File: config.mk
export PLATFORM = sky130hd
export DESIGN_NAME = avg_window_select
export DESIGN_NICKNAME = d
export VERILOG_FILES = /design/src/rtl/avg_window_select.sv
export SDC_FILE = /design/constraint.sdc
export NUM_CORES = 2
export LEC_CHECK = 0
export ABC_CLOCK_PERIOD_IN_PS = 62300
export CORE_MARGIN = 3
export CORE_UTILIZATION = 40
export DETAILED_ROUTE_END_ITERATION = 10
export PLACE_DENSITY = 0.56
export SETUP_SLACK_MARGIN = 0.2
export SYNTH_ARGS = -nofsm -noshare
export SYNTH_HDL_FRONTEND = slang
export SYNTH_SLANG_ARGS = --single-unit
File: constraint.sdc
create_clock -name clk -period 62.3 [get_ports clk]
set_input_delay 6.23 -clock clk [delete_from_list [all_inputs] [get_ports clk]]
set_output_delay 6.23 -clock clk [all_outputs]
set_load 0.005 [all_outputs]
File: src/rtl/avg_window_select.sv
// Sliding-window selector: picks the window sample closest to the window mean under a runtime rule.
// Latency: dout/dout_valid follow an accepted sample by one clock; throughput one sample per clock.
// Backpressure: none; din_valid qualifies input, output strobes only once the window is full.
module avg_window_select #(
    parameter int DW    = 16,
    parameter int DEPTH = 12
) (
    input  logic          clk,
    input  logic          reset,
    input  logic          clear,
    input  logic          din_valid,
    input  logic [DW-1:0] din,
    input  logic [1:0]    mode,
    output logic          ready,
    output logic          dout_valid,
    output logic [DW-1:0] dout
);

    // Sum width covers DEPTH*(2^DW-1), so both the running sum and DEPTH*w fit exactly.
    localparam int SW = DW + $clog2(DEPTH);
    localparam int CW = $clog2(DEPTH + 1);

    localparam logic [SW-1:0] DEPTH_S   = SW'(DEPTH);
    localparam logic [CW-1:0] DEPTH_C   = CW'(DEPTH);
    localparam logic [CW-1:0] DEPTH_CM1 = CW'(DEPTH - 1);

    // win[0] is the oldest sample, win[DEPTH-1] the newest.
    logic [DW-1:0] win [DEPTH];
    logic [SW-1:0] sum;
    logic [CW-1:0] count;
    logic          pend;     // an accepted sample with a full window awaits its output strobe
    logic          accept;
    logic          full_next;

    logic [SW-1:0] prod;
    logic [SW-1:0] diff;
    logic [SW-1:0] best_d;
    logic [DW-1:0] best_v;
    logic          found;
    logic          ok;
    logic          better;

    assign accept    = din_valid & ~clear;
    assign full_next = ready | (count == DEPTH_CM1);

    // Scan the window for the sample whose scaled value DEPTH*w lies closest to the sum (mean without divide).
    always_comb begin
        best_d = '0;
        best_v = '0;
        found  = 1'b0;
        prod   = '0;
        diff   = '0;
        ok     = 1'b0;
        better = 1'b0;
        for (int i = 0; i < DEPTH; i++) begin
            prod = DEPTH_S * SW'(win[i]);
            diff = (prod >= sum) ? (prod - sum) : (sum - prod);
            case (mode)
                2'b01:   ok = (prod <= sum);
                2'b10:   ok = (prod >= sum);
                default: ok = 1'b1;
            endcase
            if (mode == 2'b11)
                better = (diff < best_d) || ((diff == best_d) && (win[i] > best_v));
            else
                better = (diff < best_d) || ((diff == best_d) && (win[i] < best_v));
            if (ok && (!found || better)) begin
                best_d = diff;
                best_v = win[i];
                found  = 1'b1;
            end
        end
    end

    // Window shift, running sum, fill tracking and the registered output strobe.
    always_ff @(posedge clk or posedge reset) begin
        if (reset) begin
            for (int i = 0; i < DEPTH; i++) win[i] <= '0;
            sum        <= '0;
            count      <= '0;
            ready      <= 1'b0;
            pend       <= 1'b0;
            dout_valid <= 1'b0;
            dout       <= '0;
        end else if (clear) begin
            for (int i = 0; i < DEPTH; i++) win[i] <= '0;
            sum        <= '0;
            count      <= '0;
            ready      <= 1'b0;
            pend       <= 1'b0;
            dout_valid <= 1'b0;
            dout       <= '0;
        end else begin
            dout_valid <= pend;
            if (pend) dout <= best_v;
            pend <= accept & full_next;
            if (accept) begin
                for (int i = 0; i < DEPTH - 1; i++) win[i] <= win[i+1];
                win[DEPTH-1] <= din;
                // Modular arithmetic: the intermediate may wrap but the result is exact.
                sum <= sum - SW'(win[0]) + SW'(din);
                if (count != DEPTH_C) count <= count + 1'b1;
                if (count == DEPTH_CM1) ready <= 1'b1;
            end
        end
    end

endmodule

==> key figures <==
Worst setup path
  – Data required time at the worst endpoint: 62.83 ns
  – Critical Path Start Type: input pin
  – Source of the worst register-to-register timing path: win[178]$_DFFE_PP0P_
  – Critical setup path kind: in2reg
  – Dominant cell type by count on the critical path: sky130_fd_sc_hd__o21ai_0
  – Worst path slowest cell: sky130_fd_sc_hd__o21ai_0
  – Sort of element at the end of the critical path: flip-flop
  – Critical register-to-register path endpoint: dout[10]$_DFFE_PP0P_
  – Reg2reg setup slack: 19.91 ns
  – Critical Path Start: mode[0]
  – Termination of the worst setup path: dout[10]$_DFFE_PP0P_
  – Data arrival at the endpoint of the critical path: 44.52 ns
  – Reg2Reg Depth: 181
  – Slowest cell delay on critical path: 0.88 ns
  – Top fanout value on the critical path: 68

Global routing
  – Global-route usage over all layers: 0.308
  – Vias in the first global route: 45,200
  – Met1 demand-to-capacity share in global routing: 0.417
  – Total gr overflow: 0
  – Met3 Resource Use GR: 0.0386
  – Number of antenna violations at the first check in global routing: 4
  – Peak-usage layer in the global routing report: met2
  – Routing usage on met2: 0.481
  – Global-route wire length before repair: 302 mm
  – Pin count of the biggest net entering global routing: 84

Logic synthesis
  – Cell count after synthesis: 6,451
  – Commonest register cell after synthesis: sky130_fd_sc_hd__dfrtp_1
  – Post-synthesis instance area: 50,300 um2
  – Number of enable-type register cells in the synthesized netlist: 0
  – Number of distinct library cells after synthesis: 87
  – Mean instance size in the synthesized netlist: 7.80 um2
  – Proportion of register bits with asynchronous set or reset after synthesis: 1.00
  – Synthesized netlist net count: 7,531
  – Flip-flop and latch count after synthesis: 235
  – Part of the Yosys area used for sequential elements: 0.117
  – Total of warnings raised by yosys: 0

Finish
  – Sequential cell area: 5880 um2
  – Area of the multi-input gates: 40,900 um2
  – Number of inserted filler cells in the final layout: 12,600
  – Growth of design area from synthesis to finish: 7.27%
  – Fraction of layout cells with a size suffix above 1: 0.0556
  – Post-route insts no fill: 8,055
  – Final nets: 7,470

STA
  – Achievable clock frequency: 22.7 MHz
  – Final worst clock skew: 0.0204 ns
  – Final number of max-transition violations: 0
  – Least-Margin Pin Slew: 1.22 ns
  – Unrepaired setup endpoints after global routing: no
  – Endpoints failing hold: 0
  – Setup ws final: 18.30 ns
  – Min Hold Slack: 0.553 ns
  – Final TNS setup: 0 ns
  – Fraction of the cycle the final worst path needs: 0.706
  – Worst relative slew slack: 0.190
  – Final critical delay including setup and external delays: 44.00 ns
  – Final setup viols: 0

Clock network
  – Clk root buf: sky130_fd_sc_hd__clkbuf_16
  – CTS clk-pin slew, worst paths: 0.06 ns
  – H-Tree Depth: 2
  – Clock tree from TritonCTS: yes
  – Worst-skew pair later-pin latency: 0.61 ns
  – TritonCTS buffer count: 37
  – Number of post-CTS setup repair buffers: 0
  – Clk sinks: 235
  – Deepest clock path buffer count: 3
  – Post-cts gate resize count: 0
  – Cts hold-fix bufs: 0

Placed design
  – Post-Place Setup Slack: 18.63 ns
  – Buffers added on ports: 39
  – Cell total after placement: 7,988
  – Routability Congestion: 0.997
  – DP Wirelength: 159 mm

Detailed routing
  – Aggregate routed wire length: 207 mm
  – Total DRC errors in the routed layout: 0
  – Average detailed-routed wire length per instance: 25.7 um
  – Drt initial violations: 4,461
  – Antenna Violating Nets Remaining: 0
  – Vias: 47,800
  – DRT Pass-1 Iters: 7
  – Drt via density: 5.94

Job
  – Max-capacitance violation count: 0

Run status
  – Status: finished clean

Floorplan
  – Top-level port count: 40
  – Effective utilization at floorplan: 0.405
  – Die width: 361 um
  – Area of the placeable core: 124,000 um2
  – Number of cell rows: 129
  – Floorplan die height: 361 um
  – Die footprint: 130,000 um2

Min path
  – Type of the most critical hold path: reg2reg
[cell families after synthesis]
group / Yosys count / share of synthesized area
DFF: 235 / 0.117
buffers and inverters: 964 / 0.0724
xor gates and xnor gates: 396 / 0.0689
muxes: 527 / 0.108
and+or+nand+nor: 1455 / 0.134
AOI/OAI and AO/OA: 1816 / 0.231
adders and majority gates: 1058 / 0.269
[synthesized netlist by cell type (20+ instances only)]
| cell | n | area share |
|---|---|---|
| sky130_fd_sc_hd__ha_1 | 1018 | 0.25 |
| sky130_fd_sc_hd__a21oi_1 | 608 | 0.060 |
| sky130_fd_sc_hd__a211oi_1 | 35 | 0.0052 |
| sky130_fd_sc_hd__a221o_1 | 24 | 0.0048 |
| sky130_fd_sc_hd__nand4_1 | 110 | 0.014 |
| sky130_fd_sc_hd__nor3_1 | 39 | 0.0039 |
| sky130_fd_sc_hd__xor2_1 | 101 | 0.018 |
| sky130_fd_sc_hd__a21boi_0 | 20 | 0.0030 |
| sky130_fd_sc_hd__o21a_1 | 79 | 0.012 |
| sky130_fd_sc_hd__buf_1 | 48 | 0.0036 |
| sky130_fd_sc_hd__dfrtp_1 | 235 | 0.12 |
| sky130_fd_sc_hd__nand3_1 | 68 | 0.0068 |
| sky130_fd_sc_hd__a31oi_1 | 46 | 0.0057 |
| sky130_fd_sc_hd__a211o_1 | 27 | 0.0047 |
| sky130_fd_sc_hd__o221ai_1 | 21 | 0.0037 |
| sky130_fd_sc_hd__o211ai_1 | 27 | 0.0040 |
| sky130_fd_sc_hd__and2_1 | 27 | 0.0034 |
| sky130_fd_sc_hd__nand2_1 | 431 | 0.032 |
| sky130_fd_sc_hd__o21ai_0 | 339 | 0.034 |
| sky130_fd_sc_hd__and3_1 | 34 | 0.0042 |
| sky130_fd_sc_hd__nor2b_1 | 97 | 0.012 |
| sky130_fd_sc_hd__nor2_1 | 494 | 0.037 |
| sky130_fd_sc_hd__mux2i_1 | 404 | 0.080 |
| sky130_fd_sc_hd__a221oi_1 | 31 | 0.0054 |
| sky130_fd_sc_hd__nand2b_1 | 61 | 0.0076 |
| sky130_fd_sc_hd__xnor2_1 | 295 | 0.051 |
| sky130_fd_sc_hd__o21bai_1 | 201 | 0.030 |
| sky130_fd_sc_hd__mux2_2 | 123 | 0.028 |
| sky130_fd_sc_hd__clkbuf_1 | 172 | 0.013 |
| sky130_fd_sc_hd__and4_1 | 24 | 0.0042 |
| sky130_fd_sc_hd__inv_1 | 713 | 0.053 |
| sky130_fd_sc_hd__a21o_1 | 190 | 0.028 |
| sky130_fd_sc_hd__o31ai_1 | 23 | 0.0034 |
| sky130_fd_sc_hd__fa_1 | 40 | 0.016 |
[state kept, by name, indices dropped and copies added (netlist names)]
name        flops
count           4
dout           16
dout_valid      1
pend            1
ready           1
sum            20
win           192
[per-stage QoR]
| step | instance area (um2) | util |
|---|---|---|
| detailed placement | 52700 | 0.424 |
| CTS | 54000 | 0.435 |
| finish | 54000 | 0.435 |
| global placement | 52700 | 0.424 |
| global route | 54000 | 0.435 |
| floorplan | 50300 | - |
[how the worst min path moves through the flow]
stage / depth (start not counted) / startpoint / endpoint
after detailed placement: 1 / count[2]$_DFFE_PP0P_ / count[2]$_DFFE_PP0P_
after global placement: 1 / count[2]$_DFFE_PP0P_ / count[2]$_DFFE_PP0P_
after floorplan: 1 / count[2]$_DFFE_PP0P_ / count[2]$_DFFE_PP0P_
after global routing: 1 / count[2]$_DFFE_PP0P_ / count[2]$_DFFE_PP0P_
final: 1 / count[2]$_DFFE_PP0P_ / count[2]$_DFFE_PP0P_
after CTS: 1 / count[2]$_DFFE_PP0P_ / count[2]$_DFFE_PP0P_
[cells in the final DEF (no fill, tap or decap), types with 15 or more instances in the layout]
cell | netlist | routed
sky130_fd_sc_hd__mux2_2 | 123 | 123
sky130_fd_sc_hd__and2_1 | 27 | 27
sky130_fd_sc_hd__mux2i_1 | 404 | 403
sky130_fd_sc_hd__buf_4 | 2 | 95
sky130_fd_sc_hd__dfrtp_1 | 235 | 235
sky130_fd_sc_hd__nor3_1 | 39 | 39
sky130_fd_sc_hd__a221o_1 | 24 | 24
sky130_fd_sc_hd__ha_1 | 1018 | 1018
sky130_fd_sc_hd__fa_1 | 40 | 40
sky130_fd_sc_hd__inv_1 | 713 | 711
sky130_fd_sc_hd__and4_1 | 24 | 24
sky130_fd_sc_hd__a222oi_1 | 17 | 17
sky130_fd_sc_hd__o221ai_1 | 21 | 21
sky130_fd_sc_hd__clkdlybuf4s50_1 | 0 | 37
sky130_fd_sc_hd__a31o_2 | 15 | 15
sky130_fd_sc_hd__a21oi_1 | 608 | 608
sky130_fd_sc_hd__nor2b_1 | 97 | 96
sky130_fd_sc_hd__clkbuf_16 | 0 | 37
sky130_fd_sc_hd__nand2b_1 | 61 | 61
sky130_fd_sc_hd__o21a_1 | 79 | 79
sky130_fd_sc_hd__a211o_1 | 27 | 27
sky130_fd_sc_hd__o211ai_1 | 27 | 27
sky130_fd_sc_hd__inv_2 | 15 | 16
sky130_fd_sc_hd__or3_1 | 16 | 16
sky130_fd_sc_hd__a21boi_0 | 20 | 19
sky130_fd_sc_hd__a31oi_1 | 46 | 46
sky130_fd_sc_hd__o31ai_1 | 23 | 22
sky130_fd_sc_hd__nand3_1 | 68 | 67
sky130_fd_sc_hd__o21bai_1 | 201 | 201
sky130_fd_sc_hd__a221oi_1 | 31 | 31
sky130_fd_sc_hd__xnor2_1 | 295 | 295
sky130_fd_sc_hd__nor2_1 | 494 | 492
sky130_fd_sc_hd__nand4_1 | 110 | 110
sky130_fd_sc_hd__a211oi_1 | 35 | 35
sky130_fd_sc_hd__o21ai_0 | 339 | 338
sky130_fd_sc_hd__xor2_1 | 101 | 101
sky130_fd_sc_hd__nand2_1 | 431 | 430
sky130_fd_sc_hd__a21o_1 | 190 | 190
sky130_fd_sc_hd__and3_1 | 34 | 34
[per-layer routing]
layer / wire length (um) / vias to the layer above
met1: 92200 / 23000
met4: 12600 / 0
met5: 0 / -
met2: 88800 / 1679
met3: 13700 / 404
li1: - / 22800
[critical path: cells and delay by family]
| kind | cells | cell delay, ns |
|---|---|---|
| adders and majority gates | 12 | 3.46 |
| AOI/OAI and AO/OA | 80 | 18.08 |
| muxes | 9 | 2.33 |
| and+or+nand+nor | 43 | 8.11 |
| buffers and inverters | 20 | 6.22 |
[final cells by class]
type,instances,share of cell area
clock buffer,47,0.0190
timing repair buffer,134,0.0206
sequential,235,0.109
clock inverter,19,0.00510
antenna,1,0.0000463
tap,1637,0.0379
multi-input combinational,5252,0.758
inverter,730,0.0509
Power is left out: the tool's default activity adds up to more than one toggle a clock period on the data nets, which glitch-free logic cannot reach.
